## src/rtl/bus_arbiter.sv

```systemverilog
// Two-master bus arbiter with per-owner hold timeout and a one-cycle turnaround between owners.
// Optional macro ARB_ROUND_ROBIN_EN: alternate winners on simultaneous requests (default: master 0 wins).
module bus_arbiter #(
  parameter int TIMEOUT_CYCLES = 1024,
  parameter int CNT_W          = 11
) (
  input  logic clk,
  input  logic reset,
  input  logic req_m0,
  input  logic req_m1,
  input  logic done_m0,
  input  logic done_m1,
  output logic grant_m0,
  output logic grant_m1,
  output logic busy_m0,
  output logic busy_m1,
  output logic bus_sel,
  output logic timeout
);

  typedef enum logic [1:0] {
    ST_IDLE    = 2'd0,
    ST_OWN_M0  = 2'd1,
    ST_OWN_M1  = 2'd2,
    ST_RELEASE = 2'd3
  } state_t;

  localparam logic [CNT_W-1:0] LP_LIMIT = CNT_W'(TIMEOUT_CYCLES - 1);

  state_t           r_state;
  state_t           w_state_nxt;
  logic [CNT_W-1:0] r_hold_cnt;
  logic [CNT_W-1:0] w_hold_cnt_nxt;
  logic             w_limit;
  logic             w_timeout_nxt;
  logic             w_bus_sel_nxt;
  logic             w_pick_m1;

  assign w_limit = (r_hold_cnt == LP_LIMIT);

`ifdef ARB_ROUND_ROBIN_EN
  // r_last_m1 remembers the most recently granted master; reset value makes master 0 next.
  logic r_last_m1;

  // Round-robin winner: contention goes to the master not granted last.
  always_comb begin
    if (req_m0 && req_m1) begin
      w_pick_m1 = ~r_last_m1;
    end else begin
      w_pick_m1 = req_m1;
    end
  end

  // Update the pointer whenever a new owner is chosen.
  always_ff @(posedge clk) begin
    if (reset) begin
      r_last_m1 <= 1'b1;
    end else if ((r_state == ST_IDLE) && (req_m0 || req_m1)) begin
      r_last_m1 <= w_pick_m1;
    end else begin
      r_last_m1 <= r_last_m1;
    end
  end
`else
  assign w_pick_m1 = req_m1 & ~req_m0;
`endif

  // Next-state, hold counter and timeout decision.
  always_comb begin
    w_state_nxt    = r_state;
    w_hold_cnt_nxt = {CNT_W{1'b0}};
    w_timeout_nxt  = 1'b0;
    w_bus_sel_nxt  = bus_sel;
    case (r_state)
      ST_IDLE: begin
        if (req_m0 || req_m1) begin
          w_state_nxt   = w_pick_m1 ? ST_OWN_M1 : ST_OWN_M0;
          w_bus_sel_nxt = w_pick_m1;
        end else begin
          w_state_nxt = ST_IDLE;
        end
      end
      ST_OWN_M0: begin
        // A normal completion in the limit cycle wins over the forced revocation.
        if (done_m0 || !req_m0) begin
          w_state_nxt = ST_RELEASE;
        end else if (w_limit) begin
          w_state_nxt   = ST_RELEASE;
          w_timeout_nxt = 1'b1;
        end else begin
          w_hold_cnt_nxt = r_hold_cnt + {{(CNT_W-1){1'b0}}, 1'b1};
        end
      end
      ST_OWN_M1: begin
        if (done_m1 || !req_m1) begin
          w_state_nxt = ST_RELEASE;
        end else if (w_limit) begin
          w_state_nxt   = ST_RELEASE;
          w_timeout_nxt = 1'b1;
        end else begin
          w_hold_cnt_nxt = r_hold_cnt + {{(CNT_W-1){1'b0}}, 1'b1};
        end
      end
      ST_RELEASE: begin
        w_state_nxt = ST_IDLE;
      end
      default: begin
        w_state_nxt = ST_IDLE;
      end
    endcase
  end

  // State, counter and outputs all registered from the next-state decode.
  always_ff @(posedge clk) begin
    if (reset) begin
      r_state    <= ST_IDLE;
      r_hold_cnt <= {CNT_W{1'b0}};
      grant_m0   <= 1'b0;
      grant_m1   <= 1'b0;
      busy_m0    <= 1'b0;
      busy_m1    <= 1'b0;
      bus_sel    <= 1'b0;
      timeout    <= 1'b0;
    end else begin
      r_state    <= w_state_nxt;
      r_hold_cnt <= w_hold_cnt_nxt;
      grant_m0   <= (w_state_nxt == ST_OWN_M0);
      grant_m1   <= (w_state_nxt == ST_OWN_M1);
      busy_m0    <= (w_state_nxt == ST_OWN_M1) || (w_state_nxt == ST_RELEASE);
      busy_m1    <= (w_state_nxt == ST_OWN_M0) || (w_state_nxt == ST_RELEASE);
      bus_sel    <= w_bus_sel_nxt;
      timeout    <= w_timeout_nxt;
    end
  end

endmodule

```

## config.mk

```make
export PLATFORM = sky130hd
export DESIGN_NAME = bus_arbiter
export DESIGN_NICKNAME = d
export VERILOG_FILES = /design/src/rtl/bus_arbiter.sv
export SDC_FILE = /design/constraint.sdc
export NUM_CORES = 1
export LEC_CHECK = 0
export BUFFER_PORTS_ARGS = -buffer_cell sky130_fd_sc_hd__buf_2
export CELL_PAD_IN_SITES_DETAIL_PLACEMENT = 2
export CELL_PAD_IN_SITES_GLOBAL_PLACEMENT = 2
export CORE_MARGIN = 1.5
export CORE_UTILIZATION = 36
export CTS_BUF_LIST = sky130_fd_sc_hd__clkbuf_16
export DETAILED_ROUTE_END_ITERATION = 7
export GPL_TIMING_DRIVEN = 0
export PLACE_DENSITY_LB_ADDON = 0.2
export SYNTH_ARGS = -nofsm -noshare
export SYNTH_HDL_FRONTEND = slang
export SYNTH_SLANG_ARGS = --single-unit
```

## constraint.sdc

```tcl
create_clock -name clk -period 5.4 [get_ports clk]
set_clock_uncertainty 0.2 [all_clocks]
set_input_delay 1.35 -clock clk [delete_from_list [all_inputs] [get_ports clk]]
set_output_delay 1.35 -clock clk [all_outputs]
set_load 0.02 [all_outputs]
```

# Word-level counts from Yosys, hierarchy flattened
# Index checks and enable logic that the tools add are counted.
[word_totals]
register_bits = 19
inputBits = 6
out_inout_bits = 6
word_cells = 41
[op_classes]
addsub = 1
n_eq_ne = 7
muxes = 14
bitwise = 2
n_reduce_logical = 9
[op_table]
columns = ["op", "count"]
rows = [
  ["11-bit two-way mux", 3],
  ["11-bit case mux with 2 select lines", 1],
  ["11-bit by 1-bit adder with 11-bit output, second input constant", 1],
  ["11-bit by 10-bit == test with 1-bit output, second input constant", 1],
  ["2-bit two-way mux", 5],
  ["2-bit == test, second input constant", 4],
  ["2-bit case mux with 4 select lines", 1],
  ["1-bit logical OR", 5],
  ["2-bit by 1-bit == test with 1-bit output, second input constant", 2],
  ["1-bit two-way mux", 3],
  ["1-bit zero test", 2],
  ["2-bit zero test", 1],
  ["1-bit case mux with 2 select lines", 1],
  ["2-bit AND reduction", 1],
  ["1-bit bitwise AND", 1],
  ["1-bit NOT", 1],
]

# Depth between registers and ports, before layout
[logic_depth]
word_depth = 7
mapped_depth = 7

# Worst setup path after synthesis
# No wires, ideal clock.
[synth_path]
path_kind = "input port to flip-flop"
startpoint = "input port done_m0"
endpoint = "register r_hold_cnt[2]"
setup_ns = 0.064
arrival_time_ns = 2.163
required_ns = 5.136
setup_slack_ns = 2.973
path_stages = 5
path_buffers = 1
path_cell_list = "nand3b_1 > a211o_1 > nand2b_1 > buf_6 > nor2_1"
[synth_between]
elab_chain_cells = 3
[synth_lines]
columns = ["element", "line_no", "text"]
rows = [
  ["start, declared", "11", "input logic done_m0,"],
  ["1-bit logical OR", "85", "if (done_m0 || !req_m0) begin"],
  ["11-bit two-way mux", "85", ""],
  ["11-bit case mux with 2 select lines", "74", "case (r_state)"],
  ["end signal, assigned", "117", "r_hold_cnt <= {CNT_W{1'b0}};"],
  ["end signal, assigned", "126", "r_hold_cnt <= w_hold_cnt_nxt;"],
  ["end, declared", "32", "logic [CNT_W-1:0] r_hold_cnt;"],
]
# No other way between the ends.
# A chain may end at the register's enable or synchronous reset.

# Worst setup path after layout
[layout_path]
startpoint = "input port req_m1"
endpoint = "register grant_m0"
[layout_between]
elab_chain_cells = 5
elab_cells_between_ends = 9
classes_between = "eq/ne (1); mux (4); bitwise (1); reduce/logical (3)"
[layout_lines]
columns = ["element", "line_no", "text"]
rows = [
  ["start, declared", "10", "input logic req_m1,"],
  ["1-bit bitwise AND or 1-bit zero test (tied branches)", "65, 95", ""],
  ["2-bit two-way mux or 1-bit logical OR (tied branches)", "77, 95", ""],
  ["2-bit two-way mux (on tied branches)", "76, 95", ""],
  ["2-bit case mux with 4 select lines (*)", "74", ""],
  ["2-bit by 1-bit == test with 1-bit output (*)", "127", "grant_m0 <= (w_state_nxt == ST_OWN_M0);"],
  ["end signal, assigned", "127", ""],
  ["end, declared", "13", "output logic grant_m0,"],
]
# Mark *: on every way between the ends. The rest lies on a longest branch, timed or not.

==> impl_metrics.ini <==
[job]
cap_viol_max_count = 0

[timing]
grt_setup_unrepaired = false
hold_viol_final = 0
setup_violations = 0
slew_violations = 0
fin_crit_sh = 0.478
fmax_ghz = 0.387
whs_ns = 0.258
period_needed_ns = 2.58
slew_headroom = 0.662
tightest_slew_ns = 0.503
setup_tns_ns = 0

[die]
core-area_um2 = 2250
die_w_um = 52.4
fp.dieH_um = 52.4
rows = 17
pin_count = 12
initial_core_util = 0.389
dieArea_um2 = 2740

[status]
status = completed

[power]
leakagePower_uw = 0.000410
power.internal_uw = 247
combPwrFrac = 0.103
p_sw_frac = 0.229
power_density_nw_per_um2 = 307
ir_drop_uv = 175
p_total_uw = 321
p_seq_frac = 0.434
clockPowerShare = 0.463
p_switching_uw = 73.3

[synth]
yosys-top-cells-area = dfxtp_1 41%, ha_1 7.1%, nor2_1 6.0%
syn-mean-instance-area_um2 = 9.43
synth_seq_cells = 18
ys.flop_type = dfxtp_1
synth_warnings = 0
yosys.area.top_type_share = 0.411
synthArstFlopShare = 0
syn_area_um2 = 877
synth_fa_ha_area_frac = 0.0713
synth_top_area_cell = dfxtp_1
synth_simple_gate_area_frac = 0.298
ys_types = 30
syn_inst = 93
synth_mux_area_frac = 0
synth_xor_xnor_area_share = 0.0799
seq_area_frac_synth = 0.411
synth_edf_count = 0
synth_top_family_by_area = simple AND/OR/NAND/NOR gates
synth_nets = 104
synth_compound_area_frac = 0.0927

[placement]
io_buffers = 11
dp_hpwl_mm = 1.56
dpl_cell_area_um2 = 967
dp_cells = 132
globalplace.congestion = 0.764

[global_routing]
antenna_found_initial = 0
grt_pass1_vias = 733
grt_pass1_wl_mm = 3.65
track_usage = 0.195
gr-total-overflow = 0
grt_max_degree = 11

[critical_path]
path_class = primary input to flop
cp-end-kind = flop
crit_fanout = 4
r2r_cells = 5
critPathRequiredTime_ns = 5.32
critPathArrivalTime_ns = 2.50
start_kind = primary input

[cells_and_area]
finalInstanceArea_um2 = 1050
areaGrowthSynthToFinish_pct = 19.3
drive_gt1_frac = 0.213
layout_common_cells = 18 x dfxtp_1, 14 x nor2_1, 11 x buf_2, 8 x inv_1
fill_cells = 260
antenna_cells = 0
fin_cells = 136
fin_nets = 120
final_common_cell = dfxtp_1

[hold_path]
hold_path_class = flop to flop
hold-path-cell-count = 1

[routing]
drt_wl_total_mm = 2.26
via_per_inst = 5.15
detail-route-antenna-nets = 0
avgRoutedWirePerCell_um = 16.6
dr.pass1.iters = 3
dr_total_vias = 701
drt-initial-drc-count = 7
drc_errors = 0

[clocking]
tritoncts = yes
clock_sinks = 18
ctsResizeCount = 0
cts_made_buffers = 3
cts_setup_buffers = 0
clk_latency_ns = 0.25
cts_root_buffer = clkbuf_16
h-tree-depth = 1
clk_pin_slew_ns = 0.05
clockBufferDepth = 2
cts.hold.buffers_added = 0
[flip-flops by register name (all words and copies together), names as in the netlist]
name	count
busy_m0	1
busy_m1	1
bus_sel	1
grant_m0	1
grant_m1	1
r_state	1
timeout	1
r_hold_cnt	11
[worst max-delay path, stage by stage]
cell and delay [ns]:
buf_2 0.12, nor3b_1 0.13, o21ai_0 0.37, nor2_1 0.08
o41ai_1 0.44
[per-layer routing]
| metal | track usage | vias up | part of all wire |
|---|---|---|---|
| met5 | 0 | - | 0 |
| met4 | 0.0769 | 0 | 0.014 |
| met3 | 0.0429 | 4 | 0.030 |
| met2 | 0.352 | 10 | 0.53 |
| met1 | 0.218 | 340 | 0.43 |
| li1 | - | 347 | - |
[cells in the mapped netlist (3+ instances only)]
master	n
a21oi_1	4
dfxtp_1	18
ha_1	5
inv_1	8
nand2_1	3
nand2b_1	3
nand3b_1	3
nor2_1	14
o21ai_0	4
xnor2_1	3
xor2_1	5
[final timing paths]
kind                 start       endpoint  slack (ns)
max                 req_m1       grant_m0        2.82
min          r_hold_cnt[0]  r_hold_cnt[0]        0.26
max reg2reg  r_hold_cnt[0]       grant_m0        3.38
min reg2reg  r_hold_cnt[0]  r_hold_cnt[0]        0.26
[cell type report]
type	instances	area [um^2]	share of cell area
Clock buffer	3	75.1	0.0718
Tap cell	28	35.0	0.0335
Buffer	1	11.3	0.0108
Clock inverter	1	3.75	0.00359
Inverter	8	30.0	0.0287
Timing Repair Buffer	11	55.1	0.0526
Sequential cell	18	360	0.344
Multi-Input combinational cell	66	475	0.455
[through the flow]
stage	util	worst slack [ns]
2_1_floorplan	-	2.97
3_3_place_gp	0.429	2.73
3_5_place_dp	0.429	2.60
4_1_cts	0.464	2.80
5_1_grt	0.464	2.72
6_report	0.464	2.82
[logic make-up (layout without fill, tap and decap cells)]
kind of cell	after synthesis	count (layout)
AOI/OAI and AO/OA	13	13
xor gates and xnor gates	8	8
buffers and inverters	9	24
and+or+nand+nor	40	40
DFF	18	18
adders and majority gates	5	5
[power by group through the flow]
stage               combinational [uW]  clock, uW  sequential (uW)
global placement                  30.8          0              142
detailed placement                32.7          0              142
finish                            33.0        148              139
CTS                               33.5        152              139
global route                      36.9        159              140
floorplan                         16.4          0              146
(Power assumes the default switching activity.)
